File: src/rtl/tug_referee_if.sv
// Bundle of player inputs and display/score outputs for the tug-of-war referee.
// The driver side (keys, round control) is the master; the referee is the slave.
interface tug_referee_if #(
    parameter int FIELD   = 9,
    parameter int SCORE_W = 3
);
    logic               p1Key;
    logic               p2Key;
    logic               newRound;
    logic [FIELD-1:0]   leds;
    logic [1:0]         playerWin;
    logic [SCORE_W-1:0] p1Score;
    logic [SCORE_W-1:0] p2Score;

    modport master (
        output p1Key, p2Key, newRound,
        input  leds, playerWin, p1Score, p2Score
    );

    modport slave (
        input  p1Key, p2Key, newRound,
        output leds, playerWin, p1Score, p2Score
    );
endinterface

File: src/rtl/tug_referee.sv
// Tug-of-war referee: edge-detects key presses, moves a one-hot light,
// declares the winner and keeps saturating per-player round tallies.
module tug_referee #(
    parameter int FIELD   = 9,
    parameter int SCORE_W = 3
) (
    input  logic         clk,
    input  logic         reset,
    tug_referee_if.slave bus
);
    localparam int POS_W = $clog2(FIELD);
    localparam logic [POS_W-1:0] POS_C   = POS_W'(FIELD / 2);
    localparam logic [POS_W-1:0] POS_MAX = POS_W'(FIELD - 1);
    localparam logic [SCORE_W-1:0] SCORE_MAX = '1;

    typedef enum logic {PLAY, WON} state_t;

    state_t             state_reg, state_next;
    logic [POS_W-1:0]   pos_reg, pos_next;
    logic [1:0]         win_reg, win_next;
    logic [SCORE_W-1:0] p1_score_reg, p1_score_next;
    logic [SCORE_W-1:0] p2_score_reg, p2_score_next;
    logic               p1_key_q_reg, p2_key_q_reg;
    logic               p1_press, p2_press;

    assign p1_press = bus.p1Key & ~p1_key_q_reg;
    assign p2_press = bus.p2Key & ~p2_key_q_reg;

    // Key history resets high so a key already held at reset release is not a press.
    always_ff @(posedge clk) begin
        if (reset) begin
            state_reg    <= PLAY;
            pos_reg      <= POS_C;
            win_reg      <= 2'b00;
            p1_score_reg <= '0;
            p2_score_reg <= '0;
            p1_key_q_reg <= 1'b1;
            p2_key_q_reg <= 1'b1;
        end else begin
            state_reg    <= state_next;
            pos_reg      <= pos_next;
            win_reg      <= win_next;
            p1_score_reg <= p1_score_next;
            p2_score_reg <= p2_score_next;
            p1_key_q_reg <= bus.p1Key;
            p2_key_q_reg <= bus.p2Key;
        end
    end

    always_comb begin
        state_next    = state_reg;
        pos_next      = pos_reg;
        win_next      = win_reg;
        p1_score_next = p1_score_reg;
        p2_score_next = p2_score_reg;
        case (state_reg)
            PLAY: begin
                if (bus.newRound) begin
                    pos_next = POS_C;
                end else if (p1_press && !p2_press) begin
                    if (pos_reg == POS_MAX) begin
                        state_next = WON;
                        win_next   = 2'b01;
                        if (p1_score_reg != SCORE_MAX)
                            p1_score_next = p1_score_reg + SCORE_W'(1);
                    end else begin
                        pos_next = pos_reg + POS_W'(1);
                    end
                end else if (p2_press && !p1_press) begin
                    if (pos_reg == '0) begin
                        state_next = WON;
                        win_next   = 2'b10;
                        if (p2_score_reg != SCORE_MAX)
                            p2_score_next = p2_score_reg + SCORE_W'(1);
                    end else begin
                        pos_next = pos_reg - POS_W'(1);
                    end
                end
            end
            WON: begin
                if (bus.newRound) begin
                    state_next = PLAY;
                    pos_next   = POS_C;
                    win_next   = 2'b00;
                end
            end
            default: state_next = PLAY;
        endcase
    end

    // Light decode is blanked while a winner is being shown.
    for (genvar gi = 0; gi < FIELD; gi++) begin : g_led
        assign bus.leds[gi] = (state_reg == PLAY) && (pos_reg == POS_W'(gi));
    end

    assign bus.playerWin = win_reg;
    assign bus.p1Score   = p1_score_reg;
    assign bus.p2Score   = p2_score_reg;
endmodule

File: src/flat_wrapper.sv
// flat-port wrapper written by rule: the top's interface ports become plain ports
module tug_referee_flat 
#(
    parameter int FIELD   = 9,
    parameter int SCORE_W = 3
)
  (clk, reset, bus_p1Key, bus_p2Key, bus_newRound, bus_leds, bus_playerWin, bus_p1Score, bus_p2Score);
  tug_referee_if #(.FIELD(FIELD), .SCORE_W(SCORE_W)) bus_i ();
  input  logic clk;
  input  logic reset;
  input wire logic [$bits(bus_i.p1Key)-1:0] bus_p1Key;
  input wire logic [$bits(bus_i.p2Key)-1:0] bus_p2Key;
  input wire logic [$bits(bus_i.newRound)-1:0] bus_newRound;
  output wire logic [$bits(bus_i.leds)-1:0] bus_leds;
  output wire logic [$bits(bus_i.playerWin)-1:0] bus_playerWin;
  output wire logic [$bits(bus_i.p1Score)-1:0] bus_p1Score;
  output wire logic [$bits(bus_i.p2Score)-1:0] bus_p2Score;
  assign bus_i.p1Key = bus_p1Key;
  assign bus_i.p2Key = bus_p2Key;
  assign bus_i.newRound = bus_newRound;
  assign bus_leds = bus_i.leds;
  assign bus_playerWin = bus_i.playerWin;
  assign bus_p1Score = bus_i.p1Score;
  assign bus_p2Score = bus_i.p2Score;
  tug_referee #(.FIELD(FIELD), .SCORE_W(SCORE_W)) u_core (.clk(clk), .reset(reset), .bus(bus_i));
endmodule
File: config.mk
export PLATFORM = sky130hd
export DESIGN_NAME = tug_referee_flat
export DESIGN_NICKNAME = d
export VERILOG_FILES = /design/src/rtl/tug_referee_if.sv /design/src/rtl/tug_referee.sv /design/src/flat_wrapper.sv
export SDC_FILE = /design/constraint.sdc
export NUM_CORES = 1
export LEC_CHECK = 0
export BUFFER_PORTS_ARGS = -buffer_cell sky130_fd_sc_hd__buf_2
export CAP_MARGIN = 30
export CORE_ASPECT_RATIO = 1.1
export CORE_MARGIN = 3
export CORE_UTILIZATION = 40
export CTS_CLUSTER_SIZE = 10
export DETAILED_ROUTE_END_ITERATION = 6
export MAX_ROUTING_LAYER = met4
export PLACE_DENSITY_LB_ADDON = 0.1
export SYNTH_ARGS = -nofsm -noshare
export SYNTH_HDL_FRONTEND = slang
export SYNTH_SLANG_ARGS = --single-unit
File: constraint.sdc
create_clock -name clk -period 3.85 [get_ports clk]
set_input_delay 0.1925 -clock clk [delete_from_list [all_inputs] [get_ports clk]]
set_output_delay 0.1925 -clock clk [all_outputs]
set_load 0.02 [all_outputs]
## After elaboration in Yosys (flattened, before gate mapping)

Cells that the tools add are included.

| operators by class | value |
|---|---|
| add/sub/neg operators | 4 |
| equality and inequality tests | 18 |
| multiplexer cells | 21 |
| bitwise logic cells | 7 |
| reduce and logical (&&, ||, !) cells | 18 |

Operators by type and width:

| kind | number |
|---|---|
| two-way mux 4 bit | 6 |
| equality test 4 x 3 -> 1 bit, second input constant | 4 |
| two-way mux 2 bit | 6 |
| logical AND 1 bit | 11 |
| AND reduction 5 bit | 2 |
| != test 3 bit, second input constant | 3 |
| equality test 4 x 2 -> 1 bit, second input constant | 2 |
| case mux 4 bit (2 select lines) | 1 |
| adder 3 x 1 -> 3 bit, second input constant | 2 |
| two-way mux 1 bit | 6 |
| != test 3 x 1 -> 1 bit, second input constant | 2 |
| AND reduction 6 bit | 1 |
| inverter 1 bit | 5 |
| adder 4 x 1 -> 4 bit, second input constant | 1 |
| equality test 4 x 1 -> 1 bit, second input constant | 1 |
| equality test 4 bit, second input constant | 1 |
| zero test 4 bit | 1 |
| != test 2 bit, second input constant | 2 |
| != test 4 x 2 -> 1 bit, second input constant | 1 |
| != test 4 x 3 -> 1 bit, second input constant | 1 |
| != test 4 bit, second input constant | 1 |
| case mux 2 bit (2 select lines) | 1 |
| AND reduction 4 bit | 1 |
| subtractor 4 x 1 -> 4 bit, second input constant | 1 |
| other kinds (3) | 5 |

| storage, ports and cells | value |
|---|---|
| register bits after elaboration | 15 |
| input bits | 5 |
| output and inout bits | 17 |
| logic and storage cells | 75 |

## Logic depth before layout (Yosys ltp)

| depth | value |
|---|---|
| word-level depth | 8 |
| depth in mapped cells | 7 |
| gate-level depth less buffers | 7 |

## Worst setup path after synthesis

OpenSTA, ideal clock, no wires.

| timing | value |
|---|---|
| kind | flip-flop to flip-flop |
| start | register u_core.p1_key_q_reg |
| end | register u_core.win_reg[1], in the netlist u_core.bus.playerWin[1] |
| setup time | 65 ps |
| arrival time | 1816 ps |
| required time | 3785 ps |
| slack | 1969 ps |
| cell stages (with the launch flop) | 8 |
| path buffers | 0 |
| clock period less this slack | 1881 ps |
| cell sequence | dfxtp_1 -> nand2b_1 -> inv_1 -> ha_1 -> or3b_4 -> a2111oi_4 -> mux2_1 -> nor2_1 |

| on the way | value |
|---|---|
| cells in the longest elaborated chain, start to end | 6 |
| elaborated cells between the ends (all ways) | 12 |
| those cells by class | 3 x eq/ne; 3 x mux; 2 x bitwise; 4 x reduce/logical |

Ends and longest elaborated chain:

| what | line | source |
|---|---|---|
| start: declaration | tug_referee.sv:23 | `logic p1_key_q_reg, p2_key_q_reg;` |
| start signal: assignment | tug_referee.sv:45 | `p1_key_q_reg <= bus.p1Key;` |
| inverter 1 bit * | tug_referee.sv:26 | `assign p1_press = bus.p1Key & ~p1_key_q_reg;` |
| AND 1 bit * | tug_referee.sv:26 |  |
| zero test 1 bit / logical AND 1 bit (equally long branches) | tug_referee.sv:69, tug_referee.sv:60 |  |
| logical AND 1 bit / two-way mux 2 bit (equally long branches) | tug_referee.sv:69, tug_referee.sv:60 |  |
| != test 3 x 1 -> 1 bit (no source line) / two-way mux 2 bit (equally long branches) | - |  |
| AND reduction 5 bit (no source line) / case mux 2 bit (2 select lines) (equally long branches) | - |  |
| end signal: assignment | tug_referee.sv:42 | `win_reg <= win_next;` |
| end: declaration | tug_referee.sv:20 | `logic [1:0] win_reg, win_next;` |

Every way passes the cells marked *; elsewhere a longest branch is shown, timed or not. The select of a mux whose other input is x is not followed.
A chain may end at the register's enable or synchronous reset.

## Worst setup path in the final report

Same ends and word-level chain as after synthesis.

==> metrics.yaml <==
outcome:
  run_status: "completed"
place:
  placed_cells: 149
  placed_cell_area_um2: 1070
  place.gp.congestion: 0.765
  numPortBuffers: 21
  dp_slack_ns: 1.87
  dp_hpwl_mm: 1.37
clock_network:
  cts_hold_buf: 0
  clock_latency_ns: 0.29
  cts_tree: "done"
  post_cts_buffers: 0
  cts_made_buffers: 3
  htree_levels: 1
  clk_pin_slew_ns: 0.10
  root_buffer: "clkbuf_4"
  post_cts_resized: 0
  cts_sinks: 15
  clockBufferDepth: 2
layout:
  final_cell_mix: "21 x buf_2, 15 x dfxtp_1, 12 x ha_1"
  layout-drive-gt1-share_pct: 26.4
  final_nets: 143
  layoutNonFillerInstCount: 153
  largest_reg_flops: 4
  final_common_cell: "buf_2"
  design_area_um2: 1100
  final_core_util_pct: 51.8
  fillers: 198
  area_growth_pct: 15.0
  antennaDiodeCount: 0
  final-seq-area_um2: 300
  multi_input_comb_area_um2: 619
timing:
  setup_violations: 0
  setup_slack_ns: 1.83
  max_slew_margin_pct: 62.7
  layout_min_cycle_time_ns: 2.02
  holdWs_ns: 0.0967
  hold_viol: 0
  max_clock_freq_ghz: 0.495
  fin_crit_sh_pct: 52.4
  rsz0062_at_grt: "false"
  tightest_slew_ns: 0.559
  setup_tns_ns: 0
  fin_skew_ns: 0.00626
  slew_violations: 0
worst_setup_path:
  rrSetupSlack_ns: 1.83
  worstPathMaxFanout: 7
  startpoint: "u_core.p1_key_q_reg$_SDFF_PP1_"
  critPathArrivalTime_ns: 2.25
  timing.rr.end: "u_core.bus.playerWin[1]$_SDFFE_PP0P_"
  end_kind: "register"
  worst-r2r-cell-count: 7
  rr_startpoint: "u_core.p1_key_q_reg$_SDFF_PP1_"
  critPathKind: "reg2reg"
  cp_data_required_time_ns: 4.08
  startpoint_type: "register"
routing:
  viasPerCell: 5.14
  drt-total-wl_mm: 1.87
  wire_per_inst_um: 12.2
  drt_iter0_drc: 15
  dr_total_vias: 786
  ant_nets: 0
  first_pass_iters: 3
  drc: 0
pwr:
  ir_drop_mv: 0.171
  power_leakage_nw: 0.512
  total_power_uw: 298
  power.density_nw_per_um2: 271
floorplanning:
  start_util_pct: 45.0
  die_h_um: 57.3
  dieArea_um2: 3020
  die_x_um: 52.6
  coreArea_um2: 2130
  ioPinCount: 22
  rows: 17
logic_synthesis:
  synth.distinct_cells: 33
  syn_area_um2: 957
  synth-seq-cells: 15
  yosysSeqAreaShare_pct: 31.4
  yosysWarnings: 0
  syn_inst: 105
  syn_nets: 122
  avgSynthCellArea_um2: 9.12
grt:
  grt_usage_pct: 14.5
  grt_max_degree: 17
  overflow: 0
  grt_pass1_wl_mm: 3.21
  grt_pass1_vias: 717
  antenna_found_initial: 0
min_path:
  min_from: "bus_p1Key"
  hold_path_class: "in2reg"
  worstHoldEndpoint: "u_core.p1_key_q_reg$_SDFF_PP1_"
  hold_depth: 2
run:
  cap_viol_max_count: 0
how the worst max path moves through the flow:
| stage | end | cells past startpoint |
|---|---|---|
| floorplan | u_core.bus.playerWin[1]$_SDFFE_PP0P_ | 7 |
| global placement | u_core.bus.playerWin[1]$_SDFFE_PP0P_ | 7 |
| detailed placement | u_core.bus.playerWin[1]$_SDFFE_PP0P_ | 7 |
| CTS | u_core.bus.playerWin[1]$_SDFFE_PP0P_ | 7 |
| global route | u_core.bus.playerWin[1]$_SDFFE_PP0P_ | 7 |
| finish | u_core.bus.playerWin[1]$_SDFFE_PP0P_ | 7 |
synthesized netlist by cell type, drive strengths merged:
cell type,number,area [um^2]
nand2b,7,43.8
nand2,7,26.3
or3,2,12.5
nand4b,2,17.5
xnor2,2,17.5
buf,3,15.0
mux2,2,22.5
and4,1,8.76
nor3b,2,20.0
inv,4,15.0
o21ai,1,5.00
ha,12,150
nor2,10,37.5
a21oi,4,20.0
a211oi,1,7.51
nor3,8,40.0
o2111ai,1,8.76
dfxtp,15,300
nor4,1,6.26
or2,2,12.5
and4bb,1,12.5
clkbuf,2,7.51
or3b,1,11.3
a2111oi,1,27.5
nand3,3,15.0
mux2i,2,20.0
nand3b,1,7.51
nand4,1,12.5
or4b,1,13.8
xor2,4,35.0
or4,1,7.51
per-layer routing:
| layer | global-route usage, % | vias up | routed length [um] | share of wire [%] |
|---|---|---|---|---|
| met3 | 2.35 | 5 | 85 | 4.5 |
| met4 | 5.47 | 0 | 38 | 2.0 |
| met2 | 21.8 | 20 | 802 | 43 |
| met5 | - | - | 0 | 0 |
| li1 | - | 413 | - | - |
| met1 | 19.2 | 348 | 944 | 50 |
power by group:
group	internal, mW	total (mW)	leakage, nW	switching [mW]
registers	0.158	0.162	0.122	0.00385
clock network	0.0403	0.0949	0.0150	0.0546
logic	0.0172	0.0416	0.375	0.0244
critical path, stage by stage, from the launching register on:
cell	delay, ns
dfxtp_1	0.31
nand2b_1	0.12
inv_1	0.06
ha_1	0.29
or3b_4	0.42
a2111oi_4	0.32
mux2_1	0.36
nor2_1	0.08
cell type report:
class                           instances  share of cell area, %
Clock buffer                            4                   2.39
Inverter                                4                   1.36
Multi-Input combinational cell         81                   56.2
Sequential cell                        15                   27.3
Tap cell                               28                   3.18
Timing Repair Buffer                   21                   9.55
cells by family after synthesis:
| kind of cell | share of synthesized area [%] |
|---|---|
| AND/OR/NAND/NOR | 31.9 |
| flip-flops | 31.4 |
| adder cells (fa/ha/maj) | 15.7 |
| buffers and inverters | 3.92 |
| AO/OA/AOI/OAI | 7.19 |
| XOR/XNOR | 5.49 |
| multiplexers | 4.44 |
Power figures use the tool's default switching activity.
